===== src/rtl/order_generator_pkg.sv =====
// Shared FSM encoding, LFSR constants and small arithmetic helpers for the
// synthetic order generator.
package order_pkg;

    typedef enum logic [1:0] {
        ST_IDLE  = 2'd0,
        ST_WAIT  = 2'd1,
        ST_GEN   = 2'd2,
        ST_OFFER = 2'd3
    } state_e;

    localparam logic [15:0] SEED_DEFAULT = 16'hACE1;
    localparam logic [15:0] LFSR_TAPS    = 16'hB400;

    // One step of the right-shifting Galois LFSR.
    function automatic logic [15:0] lfsr_step(input logic [15:0] cur);
        logic [15:0] mask;
        if (cur[0]) begin
            mask = LFSR_TAPS;
        end else begin
            mask = 16'h0000;
        end
        return (cur >> 1) ^ mask;
    endfunction

    // Saturate a signed intermediate price into [lo, hi].
    function automatic logic [7:0] clamp_price(input logic signed [10:0] val,
                                               input logic [7:0]         lo,
                                               input logic [7:0]         hi);
        logic [7:0] res;
        if (val < $signed({3'b000, lo})) begin
            res = lo;
        end else if (val > $signed({3'b000, hi})) begin
            res = hi;
        end else begin
            res = val[7:0];
        end
        return res;
    endfunction

endpackage


===== src/rtl/order_generator_if.sv =====
// Order handshake bundle between the generator (master) and the matching side.
interface order_generator_if;

    logic       order_valid;
    logic       order_ready;
    logic       match_flag;
    logic [7:0] buy_price;
    logic [7:0] sell_price;
    logic [7:0] order_id;

    modport master (
        output order_valid,
        output buy_price,
        output sell_price,
        output order_id,
        input  order_ready,
        input  match_flag
    );

    modport slave (
        input  order_valid,
        input  buy_price,
        input  sell_price,
        input  order_id,
        output order_ready,
        output match_flag
    );

endinterface


===== src/rtl/order_generator_lfsr16.sv =====
// 16-bit Galois LFSR with a synchronous load port and a single-step advance.
module lfsr16
    import order_pkg::*;
#(
    parameter logic [15:0] RESET_VAL = 16'hACE1
) (
    input  logic        clk,
    input  logic        rst_n,
    input  logic        load,
    input  logic [15:0] load_val,
    input  logic        advance,
    output logic [15:0] state
);

    logic [15:0] state_q;
    logic [15:0] state_d;

    // Load wins over advance; the owner only loads while idle, so they never meet.
    always_comb begin
        state_d = state_q;
        if (load) begin
            state_d = load_val;
        end else if (advance) begin
            state_d = lfsr_step(state_q);
        end else begin
            state_d = state_q;
        end
    end

    // LFSR register with synchronous active-low reset.
    always_ff @(posedge clk) begin
        if (!rst_n) begin
            state_q <= RESET_VAL;
        end else begin
            state_q <= state_d;
        end
    end

    assign state = state_q;

endmodule


===== src/rtl/order_generator.sv =====
// Synthetic order source: paces orders by an interval, random-walks a mid-price
// from an LFSR and offers buy/sell pairs over a valid/ready handshake.
module order_generator #(
    parameter logic [15:0] SEED_DEFAULT = order_pkg::SEED_DEFAULT,
    parameter logic [7:0]  MID_INIT     = 8'd128,
    parameter logic [7:0]  PRICE_LO     = 8'd8,
    parameter logic [7:0]  PRICE_HI     = 8'd247
) (
    input  logic                     clk,
    input  logic                     rst_n,
    input  logic                     enable,
    input  logic                     seed_load,
    input  logic [15:0]              seed,
    input  logic [7:0]               interval,
    order_generator_if.master        bus,
    output logic [15:0]              match_count
);

    import order_pkg::*;

    state_e             state_q, state_d;
    logic [7:0]         cnt_q, cnt_d;
    logic [7:0]         mid_q, mid_d;
    logic [7:0]         buy_q, buy_d;
    logic [7:0]         sell_q, sell_d;
    logic [7:0]         id_q, id_d;
    logic [15:0]        mcnt_q, mcnt_d;
    logic               valid_q, valid_d;

    logic               hs_s;
    logic               lfsr_load_s;
    logic               lfsr_adv_s;
    logic [15:0]        lfsr_seed_s;
    logic [15:0]        lfsr_state;
    logic [15:0]        lfsr_next_s;
    logic signed [10:0] mid_raw_s;
    logic [7:0]         mid_new_s;
    logic               unused_lfsr_s;

    assign hs_s        = valid_q & bus.order_ready;
    assign lfsr_seed_s = (seed == 16'h0000) ? SEED_DEFAULT : seed;

    lfsr16 #(
        .RESET_VAL (SEED_DEFAULT)
    ) u_lfsr (
        .clk      (clk),
        .rst_n    (rst_n),
        .load     (lfsr_load_s),
        .load_val (lfsr_seed_s),
        .advance  (lfsr_adv_s),
        .state    (lfsr_state)
    );

    // Prices are derived from the value the LFSR takes during GEN; only the low bits matter.
    assign lfsr_next_s   = lfsr_step(lfsr_state);
    assign unused_lfsr_s = ^lfsr_next_s[15:9];

    // Sequencing FSM: IDLE -> WAIT (interval+1 cycles) -> GEN -> OFFER until accepted.
    always_comb begin
        state_d     = state_q;
        cnt_d       = cnt_q;
        lfsr_load_s = 1'b0;
        lfsr_adv_s  = 1'b0;
        case (state_q)
            ST_IDLE: begin
                lfsr_load_s = seed_load;
                if (enable) begin
                    state_d = ST_WAIT;
                    cnt_d   = interval;
                end else begin
                    state_d = ST_IDLE;
                end
            end
            ST_WAIT: begin
                if (!enable) begin
                    state_d = ST_IDLE;
                end else if (cnt_q == 8'd0) begin
                    state_d = ST_GEN;
                end else begin
                    cnt_d = cnt_q - 8'd1;
                end
            end
            ST_GEN: begin
                state_d    = ST_OFFER;
                lfsr_adv_s = 1'b1;
            end
            ST_OFFER: begin
                // Once offered, an order leaves only through a handshake.
                if (hs_s) begin
                    if (enable) begin
                        state_d = ST_WAIT;
                        cnt_d   = interval;
                    end else begin
                        state_d = ST_IDLE;
                    end
                end else begin
                    state_d = ST_OFFER;
                end
            end
            default: begin
                state_d = ST_IDLE;
                cnt_d   = 8'd0;
            end
        endcase
        valid_d = (state_d == ST_OFFER);
    end

    // Mid-price random walk and quote generation, committed only in GEN.
    always_comb begin
        mid_raw_s = $signed({3'b000, mid_q}) + $signed({8'b0000_0000, lfsr_next_s[2:0]}) - 11'sd4;
        mid_new_s = clamp_price(mid_raw_s, PRICE_LO, PRICE_HI);
        mid_d     = mid_q;
        buy_d     = buy_q;
        sell_d    = sell_q;
        if (state_q == ST_GEN) begin
            mid_d  = mid_new_s;
            buy_d  = mid_new_s + {5'b00000, lfsr_next_s[5:3]} - 8'd4;
            sell_d = mid_new_s + {5'b00000, lfsr_next_s[8:6]} - 8'd3;
        end else begin
            mid_d  = mid_q;
            buy_d  = buy_q;
            sell_d = sell_q;
        end
    end

    // Order id wraps naturally; the match counter sticks at its maximum.
    always_comb begin
        id_d   = id_q;
        mcnt_d = mcnt_q;
        if (hs_s) begin
            id_d = id_q + 8'd1;
            if (bus.match_flag && (mcnt_q != 16'hFFFF)) begin
                mcnt_d = mcnt_q + 16'd1;
            end else begin
                mcnt_d = mcnt_q;
            end
        end else begin
            id_d   = id_q;
            mcnt_d = mcnt_q;
        end
    end

    // All state with synchronous active-low reset; reset also cancels a pending handshake.
    always_ff @(posedge clk) begin
        if (!rst_n) begin
            state_q <= ST_IDLE;
            cnt_q   <= 8'd0;
            mid_q   <= MID_INIT;
            buy_q   <= MID_INIT;
            sell_q  <= MID_INIT;
            id_q    <= 8'd0;
            mcnt_q  <= 16'd0;
            valid_q <= 1'b0;
        end else begin
            state_q <= state_d;
            cnt_q   <= cnt_d;
            mid_q   <= mid_d;
            buy_q   <= buy_d;
            sell_q  <= sell_d;
            id_q    <= id_d;
            mcnt_q  <= mcnt_d;
            valid_q <= valid_d;
        end
    end

    assign bus.order_valid = valid_q;
    assign bus.buy_price   = buy_q;
    assign bus.sell_price  = sell_q;
    assign bus.order_id    = id_q;
    assign match_count     = mcnt_q;

endmodule


===== src/flat_wrapper.sv =====
// flat-port wrapper written by rule: the top's interface ports become plain ports
module order_generator_flat import order_pkg::*;
#(
    parameter logic [15:0] SEED_DEFAULT = order_pkg::SEED_DEFAULT,
    parameter logic [7:0]  MID_INIT     = 8'd128,
    parameter logic [7:0]  PRICE_LO     = 8'd8,
    parameter logic [7:0]  PRICE_HI     = 8'd247
)
  (clk, rst_n, enable, seed_load, seed, interval, match_count, bus_order_valid, bus_buy_price, bus_sell_price, bus_order_id, bus_order_ready, bus_match_flag);
  order_generator_if bus_i ();
  input  logic clk;
  input  logic rst_n;
  input  logic enable;
  input  logic seed_load;
  input  logic [15:0] seed;
  input  logic [7:0] interval;
  output logic [15:0] match_count;
  output wire logic [$bits(bus_i.order_valid)-1:0] bus_order_valid;
  output wire logic [$bits(bus_i.buy_price)-1:0] bus_buy_price;
  output wire logic [$bits(bus_i.sell_price)-1:0] bus_sell_price;
  output wire logic [$bits(bus_i.order_id)-1:0] bus_order_id;
  input wire logic [$bits(bus_i.order_ready)-1:0] bus_order_ready;
  input wire logic [$bits(bus_i.match_flag)-1:0] bus_match_flag;
  assign bus_order_valid = bus_i.order_valid;
  assign bus_buy_price = bus_i.buy_price;
  assign bus_sell_price = bus_i.sell_price;
  assign bus_order_id = bus_i.order_id;
  assign bus_i.order_ready = bus_order_ready;
  assign bus_i.match_flag = bus_match_flag;
  order_generator #(.SEED_DEFAULT(SEED_DEFAULT), .MID_INIT(MID_INIT), .PRICE_LO(PRICE_LO), .PRICE_HI(PRICE_HI)) u_core (.clk(clk), .rst_n(rst_n), .enable(enable), .seed_load(seed_load), .seed(seed), .interval(interval), .bus(bus_i), .match_count(match_count));
endmodule

===== config.mk =====
export PLATFORM = sky130hd
export DESIGN_NAME = order_generator_flat
export DESIGN_NICKNAME = d
export VERILOG_FILES = /design/src/rtl/order_generator_pkg.sv /design/src/rtl/order_generator_if.sv /design/src/rtl/order_generator_lfsr16.sv /design/src/rtl/order_generator.sv /design/src/flat_wrapper.sv
export SDC_FILE = /design/constraint.sdc
export NUM_CORES = 1
export LEC_CHECK = 0
export ABC_AREA = 0
export ABC_CLOCK_PERIOD_IN_PS = 4400
export CAP_MARGIN = 40
export CORE_UTILIZATION = 35
export DETAILED_ROUTE_END_ITERATION = 10
export HOLD_SLACK_MARGIN = 0.06
export PLACE_DENSITY = 0.7
export SYNTH_ARGS = -nofsm -noshare
export SYNTH_HDL_FRONTEND = slang
export SYNTH_HIERARCHICAL = 1
export SYNTH_SLANG_ARGS = --single-unit

===== constraint.sdc =====
create_clock -name clk -period 4.4 [get_ports clk]
set_clock_uncertainty 0.15 [all_clocks]
set_input_delay 0.88 -clock clk [delete_from_list [all_inputs] [get_ports clk]]
set_output_delay 0.88 -clock clk [all_outputs]
set_load 0.01 [all_outputs]

==> flow_metrics.tcl <==
set metrics [dict create \
    hold_viol 0 \
    synth_nets 603 \
    vias_per_cell 5.03 \
    setup_viol 0 \
    grt_max_degree 33 \
    synth_edf_count 0 \
    vias 4072 \
    synth_seq_cells 75 \
    grt_usage_pct 17.4 \
    dp_cells 780 \
    drt_pass1_iterations 4 \
    die_y_microns 116 \
    cp-end-kind "flop" \
    clkTransAtPathRegs_ns 0.06 \
    ys_warn_count 6 \
    cp_common_cell "ha_4" \
    hp-class "reg -> reg" \
    slew_headroom_pct 47.5 \
    synthesis.instances 540 \
    power_uw 2470 \
    synthArstFlopShare_pct 0 \
    grt_first_pass_wirelength_microns 18700 \
    status "complete, no violations" \
    multi_input_area_sq_um 3060 \
    seq_area_sq_um 1510 \
    cts_buffer_depth 2 \
    power_density_nw_per_um2 395 \
    cts_root_buffer "clkbuf_16" \
    cts_tree "built" \
    core_area_sq_um 12700 \
    setup_ws_ns 0.0411 \
    rows 41 \
    seq_area_frac_synth_pct 32.9 \
    start_util_pct 36.0 \
    critical-path-slowest-cell "o41ai_4" \
    rsz0062_at_grt "true" \
    ir_worst_vdd_mv 0.209 \
    pre_cts_ws_ns -0.146 \
    critical-path-max-stage-delay_ns 0.42 \
    ys_types 66 \
    antenna_found_initial 0 \
    area_growth_pct 37.0 \
    grt-ovfl-total 0 \
    drv_slew 0 \
    io_pins 71 \
    place_hpwl_microns 8130 \
    die_w_microns 116 \
    wire_per_inst_microns 14.1 \
    synth_top_cell_area_share_pct 32.9 \
    synth_area_leaders "dfxtp_1, ha_1, nor2_1, xor2_1, nand2_1" \
    leakagePower_uw 0.00255 \
    final_cells 809 \
    numCtsBuffers 9 \
    layout-drive-gt1-share_pct 20.4 \
    yosysTopAreaCell "dfxtp_1" \
    r2r_slack_ns 0.04 \
    cp_top_family "compound AO/OA/AOI/OAI gates" \
    drc 0 \
    drt-initial-drc-count 208 \
    finalCritPeriodShare_pct 99.1 \
    arrival_ns 4.46 \
    critPathBufInv 2 \
    postRouteAntennaNets 0 \
    port_buffers 70 \
    synth_area_sq_um 4570 \
    min_path_cells 2 \
    fin_crit_ns 4.36 \
    cts.sinks 75 \
    n_antenna_cell 0 \
    tightest_slew_ns 0.782 \
    place_congestion 0.825 \
    dieArea_sq_um 13500 \
    start_kind "flop" \
    required_ns 4.50 \
    maxCapViolations 0 \
    fin_hold_ws_ns 0.301 \
    setup_tns_ns 0 \
    grt_pass1_vias 4073 \
    htreeDepth 3 \
    nets 695 \
    max_freq_mhz 229 \
    cp_cell_sequence "ha_4 > ha_4 > fa_2 > a21o_4 > a221oi_4 > o2bb2ai_4 > o41ai_4 > buf_4 > nor2_4 > nor2_2 > ha_2 > ha_4 > inv_2 > fa_2 > nor2b_4 > o21ai_2 > a21oi_2 > o21ai_2 > nor4b_4 > a211oi_2" \
    worstPathMaxFanout 3 \
    clock_latency_ns 0.33 \
    critPathKind "reg -> reg" \
    syn_avg_cell_area_sq_um 8.46 \
    synthFlopType "dfxtp_1" \
    postRouteWirelength_microns 11400 \
    cp.depth 20 \
    n_fill_cell 1188 \
    reg2regPathDepth 20 \
]
[synth_stat cells (10+ instances only)]
library cell	n
xnor2_1	10
ha_1	30
a21oi_1	37
clkbuf_1	22
a211oi_1	10
nand2_1	51
nand2b_1	21
nor2_1	54
xor2_1	22
o21ai_0	20
nand3_1	21
inv_1	34
dfxtp_1	75
[where the power goes]
| group | switching, uW | internal (uW) |
|---|---|---|
| Clock | 289 | 529 |
| Sequential | 27.1 | 714 |
| Combinational | 459 | 450 |
| Total | 775 | 1690 |
[flip-flops by register name, summed over array words and instances, names as in the netlist]
register	count
u_core/u_lfsr/state	16
u_core/cnt_q	8
u_core/bus.sell_price	8
u_core/bus.buy_price	8
u_core/match_count	16
u_core/bus.order_id	8
u_core/state_q	2
u_core/mid_q	8
u_core/bus.order_valid	1
[repair_timing]
| item | in CTS | in global routing |
|---|---|---|
| buffers inserted | 7 | 6 |
| endpoints found under the setup margin | 6 | 8 |
| hold endpoints to repair | 0 | 0 |
| hold buffers | 0 | 0 |
| gates resized for setup | 15 | 42 |
| pin swaps | 23 | 44 |
[worst min-delay path: stages, from the launching register on]
cell and delay, ns:
dfxtp_1 0.31, nand2_1 0.05, a21oi_1 0.05
[metrics by stage]
| step | instance area (sq um) | utilization (%) |
|---|---|---|
| final | 6250 | 49.4 |
| after global routing | 6250 | 49.4 |
| after CTS | 6020 | 47.5 |
| after detailed placement | 5570 | 43.9 |
| after global placement | 5570 | 43.9 |
| after floorplan | 4580 | - |
[cells in the final DEF (no fill, tap or decap), types with 3 or more instances in the layout]
| master | synthesis | final |
|---|---|---|
| a211oi_1 | 10 | 9 |
| a21o_1 | 8 | 7 |
| a21oi_1 | 37 | 30 |
| a21oi_2 | 0 | 7 |
| a22oi_1 | 5 | 3 |
| and2_1 | 5 | 5 |
| and3_1 | 7 | 7 |
| and3b_1 | 8 | 8 |
| buf_4 | 0 | 40 |
| clkbuf_16 | 0 | 9 |
| clkdlybuf4s50_1 | 0 | 70 |
| dfxtp_1 | 75 | 72 |
| dfxtp_2 | 0 | 3 |
| fa_2 | 0 | 3 |
| ha_1 | 30 | 18 |
| ha_4 | 0 | 10 |
| inv_1 | 34 | 29 |
| inv_2 | 0 | 5 |
| mux2_2 | 6 | 6 |
| mux2i_1 | 8 | 8 |
| nand2_1 | 51 | 50 |
| nand2_2 | 2 | 3 |
| nand2b_1 | 21 | 21 |
| nand3_1 | 21 | 21 |
| nand4_1 | 6 | 6 |
| nor2_1 | 54 | 50 |
| nor2_2 | 0 | 3 |
| nor2b_1 | 4 | 3 |
| nor3_1 | 5 | 5 |
| nor4_1 | 5 | 4 |
| o211a_1 | 8 | 8 |
| o21ai_0 | 20 | 14 |
| o21ai_1 | 1 | 5 |
| o21ai_2 | 2 | 4 |
| or3_1 | 3 | 3 |
| xnor2_1 | 10 | 10 |
| xor2_1 | 22 | 22 |
[cells by family after synthesis]
| group | Yosys count | share of synthesized area (%) |
|---|---|---|
| AOI/OAI and AO/OA | 110 | 17.9 |
| and+or+nand+nor | 209 | 23.6 |
| adders and majority gates | 33 | 9.53 |
| xor gates and xnor gates | 33 | 6.49 |
| muxes | 15 | 3.56 |
| DFF | 75 | 32.9 |
| buffers and inverters | 65 | 5.95 |
[cell type report]
type | instances | share of cell area (%)
repair buffers | 110 | 16.0
clock buffers | 11 | 4.04
multi-input cells | 400 | 48.9
flip-flops and latches | 75 | 24.1
well taps | 172 | 3.44
clock inverters | 5 | 1.34
inverters | 36 | 2.16
[final timing paths]
path / to / startpoint
setup / recovery: u_core/bus.buy_price[7] / u_core/u_lfsr/state[2]
hold / removal: u_core/bus.sell_price[5] / u_core/bus.sell_price[5]
setup reg to reg: u_core/bus.buy_price[7] / u_core/u_lfsr/state[2]
hold reg to reg: u_core/bus.sell_price[5] / u_core/bus.sell_price[5]
[per-layer routing]
metal / track usage [%] / vias to the layer above / share of wire (%)
li1: - / 2044 / -
met1: 22.2 / 1912 / 46
met2: 29.3 / 98 / 47
met3: 2.59 / 18 / 4.5
met4: 7.01 / 0 / 2.0
met5: 0 / - / 0
(Power assumes the default switching activity.)
